`src/rtl/fetch_queue.sv`:
```
// Prefetching instruction fetch unit: Wishbone B4 master filling a DEPTH-entry {pc, ir, fault} queue.
// Optional performance counters are enabled with `define FETCH_PERF_EN.
module fetch_queue #(
    parameter int          DEPTH    = 4,
    parameter logic [31:0] RESET_PC = 32'h0000_0000
) (
    input  logic        clk,
    input  logic        rst,
    output logic        wb_cyc_o,
    output logic        wb_stb_o,
    output logic        wb_we_o,
    output logic [3:0]  wb_sel_o,
    output logic [31:0] wb_adr_o,
    input  logic [31:0] wb_dat_i,
    input  logic        wb_ack_i,
    input  logic        wb_err_i,
    output logic        ir_valid,
    input  logic        ir_ready,
    output logic [31:0] ir,
    output logic [31:0] pc,
    output logic [1:0]  fault,
    input  logic        jump,
    input  logic [31:0] jump_target,
    output logic        busy
`ifdef FETCH_PERF_EN
    ,
    output logic [31:0] perf_fetched,
    output logic [31:0] perf_flushed,
    output logic [31:0] perf_stall
`endif
);
    localparam int AW = $clog2(DEPTH);
    localparam int CW = AW + 1;

    typedef enum logic [1:0] {IDLE, REQ, DRAIN} state_t;
    typedef struct packed {
        logic [31:0] pc;
        logic [31:0] ir;
        logic [1:0]  fault;
    } entry_t;

    state_t        state;
    entry_t        q [DEPTH];
    entry_t        head, push_e;
    logic [AW-1:0] wr_ptr, rd_ptr;
    logic [CW-1:0] count, cnt_nxt;
    logic [31:0]   fetch_pc, drain_adr;
    logic          halted, halted_nxt;
    logic          resp_ack, resp_err, resp, push, pop, misalign, go_fetch;

    // A response arriving while IDLE (e.g. after a reset mid-cycle) is ignored.
    assign resp_ack = wb_ack_i && (state != IDLE);
    assign resp_err = wb_err_i && (state != IDLE);
    assign resp     = resp_ack || resp_err;
    assign misalign = jump_target[1:0] != 2'b00;
    assign pop      = ir_valid && ir_ready && !jump;

    assign wb_stb_o = wb_cyc_o;
    assign wb_we_o  = 1'b0;
    assign wb_sel_o = 4'hF;
    assign wb_adr_o = (state == DRAIN) ? drain_adr : fetch_pc;
    assign busy     = (state != IDLE);

    assign ir_valid = (count != '0);
    assign head     = q[rd_ptr];
    assign ir       = ir_valid ? head.ir    : 32'h0;
    assign pc       = ir_valid ? head.pc    : 32'h0;
    assign fault    = ir_valid ? head.fault : 2'b00;

    always_comb begin
        push   = 1'b0;
        push_e = '0;
        if (jump) begin
            push   = misalign;
            push_e = {jump_target, 32'h0, 2'b10};
        end else if (state == REQ && resp_ack) begin
            push   = 1'b1;
            push_e = {fetch_pc, wb_dat_i, 2'b00};
        end else if (state == REQ && resp_err) begin
            push   = 1'b1;
            push_e = {fetch_pc, 32'h0, 2'b01};
        end
    end

    // Next occupancy once any in-flight request has terminated this cycle.
    assign cnt_nxt    = jump ? CW'(push) : (count + CW'(push) - CW'(pop));
    assign halted_nxt = jump ? misalign : (halted || (state == REQ && resp_err));
    assign go_fetch   = !halted_nxt && (cnt_nxt < CW'(DEPTH));

    always_ff @(posedge clk) begin
        if (push) q[wr_ptr] <= push_e;
    end

    always_ff @(posedge clk) begin
        if (rst) begin
            state     <= IDLE;
            wb_cyc_o  <= 1'b0;
            fetch_pc  <= RESET_PC;
            drain_adr <= RESET_PC;
            halted    <= 1'b0;
            wr_ptr    <= '0;
            rd_ptr    <= '0;
            count     <= '0;
        end else begin
            halted <= halted_nxt;
            count  <= cnt_nxt;
            if (push) wr_ptr <= wr_ptr + 1'b1;
            if (jump)     rd_ptr <= wr_ptr;
            else if (pop) rd_ptr <= rd_ptr + 1'b1;

            if (jump)                           fetch_pc <= jump_target;
            else if (state == REQ && resp_ack)  fetch_pc <= fetch_pc + 32'd4;

            case (state)
                IDLE: if (go_fetch) begin
                    state    <= REQ;
                    wb_cyc_o <= 1'b1;
                end
                REQ: if (resp) begin
                    state    <= go_fetch ? REQ : IDLE;
                    wb_cyc_o <= go_fetch;
                end else if (jump) begin
                    state     <= DRAIN;
                    drain_adr <= fetch_pc;
                end
                DRAIN: if (resp) begin
                    state    <= go_fetch ? REQ : IDLE;
                    wb_cyc_o <= go_fetch;
                end
                default: begin
                    state    <= IDLE;
                    wb_cyc_o <= 1'b0;
                end
            endcase
        end
    end

`ifdef FETCH_PERF_EN
    always_ff @(posedge clk) begin
        if (rst) begin
            perf_fetched <= '0;
            perf_flushed <= '0;
            perf_stall   <= '0;
        end else begin
            if (state == REQ && resp_ack && !jump) perf_fetched <= perf_fetched + 32'd1;
            // Flushed entries plus any response thrown away by a jump or drain.
            perf_flushed <= perf_flushed + (jump ? 32'(count) : 32'd0)
                          + (((state == DRAIN) || (state == REQ && jump)) && resp ? 32'd1 : 32'd0);
            if (ir_ready && !ir_valid) perf_stall <= perf_stall + 32'd1;
        end
    end
`endif
endmodule

```
`config.mk`:
```
export PLATFORM = sky130hd
export DESIGN_NAME = fetch_queue
export DESIGN_NICKNAME = d
export VERILOG_FILES = /design/src/rtl/fetch_queue.sv
export SDC_FILE = /design/constraint.sdc
export NUM_CORES = 1
export LEC_CHECK = 0
export ABC_AREA = 1
export CAP_MARGIN = 0
export CORE_MARGIN = 2
export CORE_UTILIZATION = 55
export DETAILED_ROUTE_END_ITERATION = 16
export PLACE_DENSITY = 0.78
export SKIP_LAST_GASP = 1
export SLEW_MARGIN = 5
export SYNTH_ARGS = -nofsm -noshare
export SYNTH_HDL_FRONTEND = slang
export SYNTH_SLANG_ARGS = --single-unit
```
`constraint.sdc`:
```
create_clock -name clk -period 9.3 [get_ports clk]
set_input_delay 1.86 -clock clk [delete_from_list [all_inputs] [get_ports clk]]
set_output_delay 1.86 -clock clk [all_outputs]
set_load 0.05 [all_outputs]
```
== Word level (Yosys, flattened, before mapping) ==
Memories as Yosys holds them, arrays and structs flattened. A register that Yosys moved wholly into a read port is not among the register bits.
Index checks and enable logic that the tools add are counted.

* Bits in registers: 75
* Bits in writable memories: 264
* Input port bits: 70
* Output and inout port bits: 107
* Memories kept: 1

* $add $sub $neg: 5
* Order comparisons: 1
* Eq/ne operators: 6
* Muxes and demuxes: 29
* Bitwise logic cells: 1
* Reduce and logical (&&, ||, !) cells: 21

{| class="wikitable"
|+ Memories
! name !! words !! width !! rd ports !! clocked after Yosys merged registers in !! wr ports !! RTL line !! source
|-
| q || 4 || 66 || 1 || 1 || 1 || 43 || <nowiki>entry_t q [DEPTH];</nowiki>
|}

{| class="wikitable"
|+ Operators with widths
! kind !! count
|-
| 66-bit two-way mux || 3
|-
| 32-bit two-way mux || 5
|-
| 32-bit by 3-bit adder with 32-bit output, second input constant || 1
|-
| 2-bit two-way mux || 9
|-
| 1-bit two-way mux || 9
|-
| 2-bit nonzero test || 4
|-
| 1-bit logical AND || 7
|-
| 2-bit one-hot mux with 3 select lines || 1
|-
| 3-bit AND reduction || 2
|-
| 2-bit by 1-bit adder with 2-bit output, second input constant || 2
|-
| 2-bit != test, second input constant || 2
|-
| 3-bit by 1-bit adder with 3-bit output || 1
|-
| 3-bit less-than comparator, second input constant || 1
|-
| 3-bit two-way mux || 1
|-
| 3-bit != test, second input constant || 1
|-
| 3-bit nonzero test || 1
|-
| 3-bit by 1-bit subtractor with 3-bit output || 1
|-
| 2-bit by 1-bit equality test with 1-bit output, second input constant || 1
|-
| 2-bit equality test, second input constant || 1
|-
| 1-bit logical NOT || 2
|-
| 2-bit logical NOT || 1
|-
| 1-bit logical OR || 2
|-
| 2-bit by 1-bit != test with 1-bit output, second input constant || 1
|-
| 1-bit one-hot mux with 2 select lines || 1
|-
| other kinds (3) || 3
|}

== Logic depth before layout (Yosys ltp) ==
* Depth after elaboration: 14
* Mapped depth: 20
* Mapped depth without buffers: 20

== Worst setup path before layout ==
No wires, ideal clock.

* Path type: in2reg
* Start: input port wb_ack_i
* End: memory q[0][0] in the netlist's numbering (enable)
* Arrival time: 5.195 ns
* Data required time: 8.809 ns
* Setup slack: 3.615 ns
* Stages on the path: 6
* Path buffers: 0
* Cell sequence: nand3_2 > nand2_1 > inv_2 > nand2_1 > nand2_1 > nor2_1

* Longest elaborated chain between the ends: 6

{| class="wikitable"
|+ RTL lines
! item !! RTL line !! source
|-
| start, declared || 15 || <nowiki>input logic wb_ack_i,</nowiki>
|-
| 1-bit logical AND || 52 || <nowiki>assign resp_ack = wb_ack_i && (state != IDLE);</nowiki>
|-
| 1-bit logical AND || 76 || <nowiki>end else if (state == REQ && resp_ack) begin</nowiki>
|-
| 1-bit two-way mux || 76 ||
|-
| 1-bit two-way mux || 73 || <nowiki>if (jump) begin</nowiki>
|-
| 1-bit two-way mux || 91 || <nowiki>if (push) q[wr_ptr] <= push_e;</nowiki>
|-
| 1-bit two-way mux (not written as such) || 91 ||
|-
| end, declared || 43 ||
|}

No other way between the ends.

==> reports/metrics.csv <==
metric;value;unit
min_from;drain_adr[28];
dr.pass1.iters;6;
leakagePower;6.691;nW
avgViaCountPerCell;5.635;
cts_buffer_depth;3;
swShare;29.87;%
syn_area;15350;µm²
skew;8.702;ps
clk_pin_slew;60;ps
synth-seq-area-share;61.68;%
grt_usage;25.45;%
rr_worst_depth;22;
total_power;3.964;mW
rr_startpoint;state[1];
slew_headroom;31.85;%
layout-drive-gt1-share;5.933;%
startpoint_type;flop;
cts_sinks;341;
power_frac_seq;45.3;%
seqCellArea;9474;µm²
fmax;0.1809;GHz
clk_latency;520;ps
synth_top_cell_area_share;51.64;%
fin_ws;3771;ps
ctsHoldBuffers;0;
antenna_found_initial;0;
fin_worst_hold_slack;445.3;ps
grt_overflow;0;
vias;11910;
setup.worst_path.class;flop to output port;
cts_resized;0;
yosys_most_used_dff;edfxtp_1;
dp_worst_setup_slack;3376;ps
nets;1793;
stdcell_count;2114;
drv_cap;0;
drt_wl_total;37370;µm
drt_iter0_drc;1345;
place_congestion;0.9471;
die-area;29260;µm²
core_region_area;27630;µm²
synth-seq-cells;341;
setup_tns;0;ps
synthArstFlopShare;0;%
p_per_area;216.1;nW/µm²
grt_pass1_wl;58310;µm
post_cts_buffers;0;
cts-htree-levels;2;
synthTopCellsByArea;edfxtp_1 52%, dfxtp_1 10%, nor2_1 7.8%, o21ai_0 6.7%, a21oi_1 4.0%;
placed_cells;2052;
dp_hpwl;22330;µm
p_comb_share;20.1;%
r2r-end;state[0];
fin_util;66.40;%
final_cell_area;18350;µm²
clkPwrFrac;34.6;%
grt_pass1_vias;11130;
syn_inst;1591;
hold_end;drain_adr[28];
syn_avg_cell_area;9.649;µm²
hold_path_class;flop to flop;
area_delta_synth_final;19.49;%
placed_cell_area;17230;µm²
numCtsBuffers;35;
yosys.cell_types.count;44;
fill_cells;2113;
cts_tree;yes;
tightestPinTransition;1022;ps
die_h;171.1;µm
multiInputGateArea;4937;µm²
drc_errors;0;
rsz0062_at_grt;false;
ff2ff_setup_slack;4900;ps
die_w;171.1;µm
yosys.area.top_type;edfxtp_1;
initial_core_util;55.57;%
grt_max_degree;87;
worstPathArrival;3670;ps
vdd_drop_max;0.0001402;V
io_pins;177;
critPathCaptureType;output port;
internal_power;2.780;mW
layout_worst_path_cycle_share;59.45;%
drtAntennaViolNets;0;
antenna_cells;0;
root_buffer;clkbuf_16;
final_hold_viol_count;0;
status;finished clean;
period_needed;5529;ps
cp_max_fo;86;
synth_edf_count;264;
placementRows;61;
port_buffers;171;
finalSetupViolCount;0;
slew_viol_final;0;
cp.required;7440;ps
yosys_warnings;0;
p_sw;1.184;mW
wl_per_cell;17.68;µm
hold_depth;2;
## cell families (layout without fill, tap and decap cells)
family | after synthesis | after routing | share of synthesized area [%]
buf+inv | 247 | 389 | 6.528
simple gates | 588 | 588 | 16.76
xor+xnor | 3 | 3 | 0.1712
fa+ha+maj | 12 | 12 | 1.027
flops | 341 | 341 | 61.68
other cells | 2 | 5 | 0.04892
compound gates | 398 | 398 | 13.79
## layout by cell type, fill, tap and decap left out, types with 17 or more instances in the layout
| cell type | Yosys | routed |
|---|---|---|
| nor2_1 | 317 | 312 |
| inv_1 | 135 | 133 |
| o21ai_0 | 205 | 205 |
| edfxtp_1 | 264 | 264 |
| nand4_1 | 17 | 17 |
| nor3b_1 | 32 | 32 |
| a21oi_1 | 123 | 123 |
| clkbuf_16 | 0 | 35 |
| o21ai_1 | 27 | 27 |
| dfxtp_1 | 77 | 75 |
| nand3_1 | 50 | 49 |
| nand2_1 | 146 | 146 |
| clkdlybuf4s50_1 | 0 | 170 |
## worst max-delay path, cell delays in order (launching register included)
cell	delay [ps]
dfxtp_4	710
clkinv_2	630
buf_4	550
o21ai_0	290
a21oi_1	130
clkdlybuf4s50_1	750
## per-layer routing
layer  track usage (%)  share of wire (%)  wire (µm)  up-vias
li1                  -                  -          -     5662
met1             36.53                 43      16060     5657
met2             40.81                 47      17540      528
met3             3.424                7.7       2868       65
met4             7.406                2.4        894        0
met5                 0                  0          0        -
## Yosys cell counts (2+ instances only)
library cell,instances
nor2_2,3
nor3_1,7
o211ai_1,5
nor2_1,317
o31ai_1,12
ha_1,11
inv_2,7
a22o_1,11
buf_4,9
nor2_4,4
buf_2,27
xor2_1,3
conb_1,2
nand4_1,17
clkbuf_1,56
a31oi_1,4
nand2_2,3
o21ai_1,27
inv_1,135
dfxtp_1,77
buf_1,12
edfxtp_1,264
o21ai_0,205
nor2_8,2
nand2_1,146
nor3b_1,32
o21bai_1,3
nand3_1,50
nand2_4,3
a21oi_1,123
## how the worst max path moves through the flow
| stage | start | end | cells past startpoint |
|---|---|---|---|
| 2_1_floorplan | wb_ack_i | q[0][0] | 6 |
| 3_3_place_gp | jump | state[0] | 20 |
| 3_5_place_dp | jump | state[1] | 20 |
| 4_1_cts | flop | pc[15] | 5 |
| 5_1_grt | flop | ir[2] | 5 |
| 6_report | flop | pc[20] | 5 |
## layout make-up
type,instances,share of cell area (%)
flip-flops and latches,341,51.64
multi-input cells,1006,26.91
repair buffers,185,9.890
clock buffers,46,5.108
inverters,142,2.912
well taps,378,2.578
clock inverters,16,0.9548
## power groups by stage
stage | Sequential (mW) | Combinational, mW | Clock [mW]
after floorplan | 1.82 | 0.543 | 0
after global placement | 1.82 | 0.782 | 0
after detailed placement | 1.82 | 0.794 | 0
after CTS | 1.79 | 0.800 | 1.39
after global routing | 1.80 | 0.859 | 1.44
final | 1.80 | 0.798 | 1.37
## sequential cells by signal, summed over array words and instances (netlist names), named ones only
register	count
q	264
count	3
drain_adr	32
rd_ptr	2
halted	1
wr_ptr	2
state	2
fetch_pc	32
wb_cyc_o	1
Power figures use the tool's default switching activity.
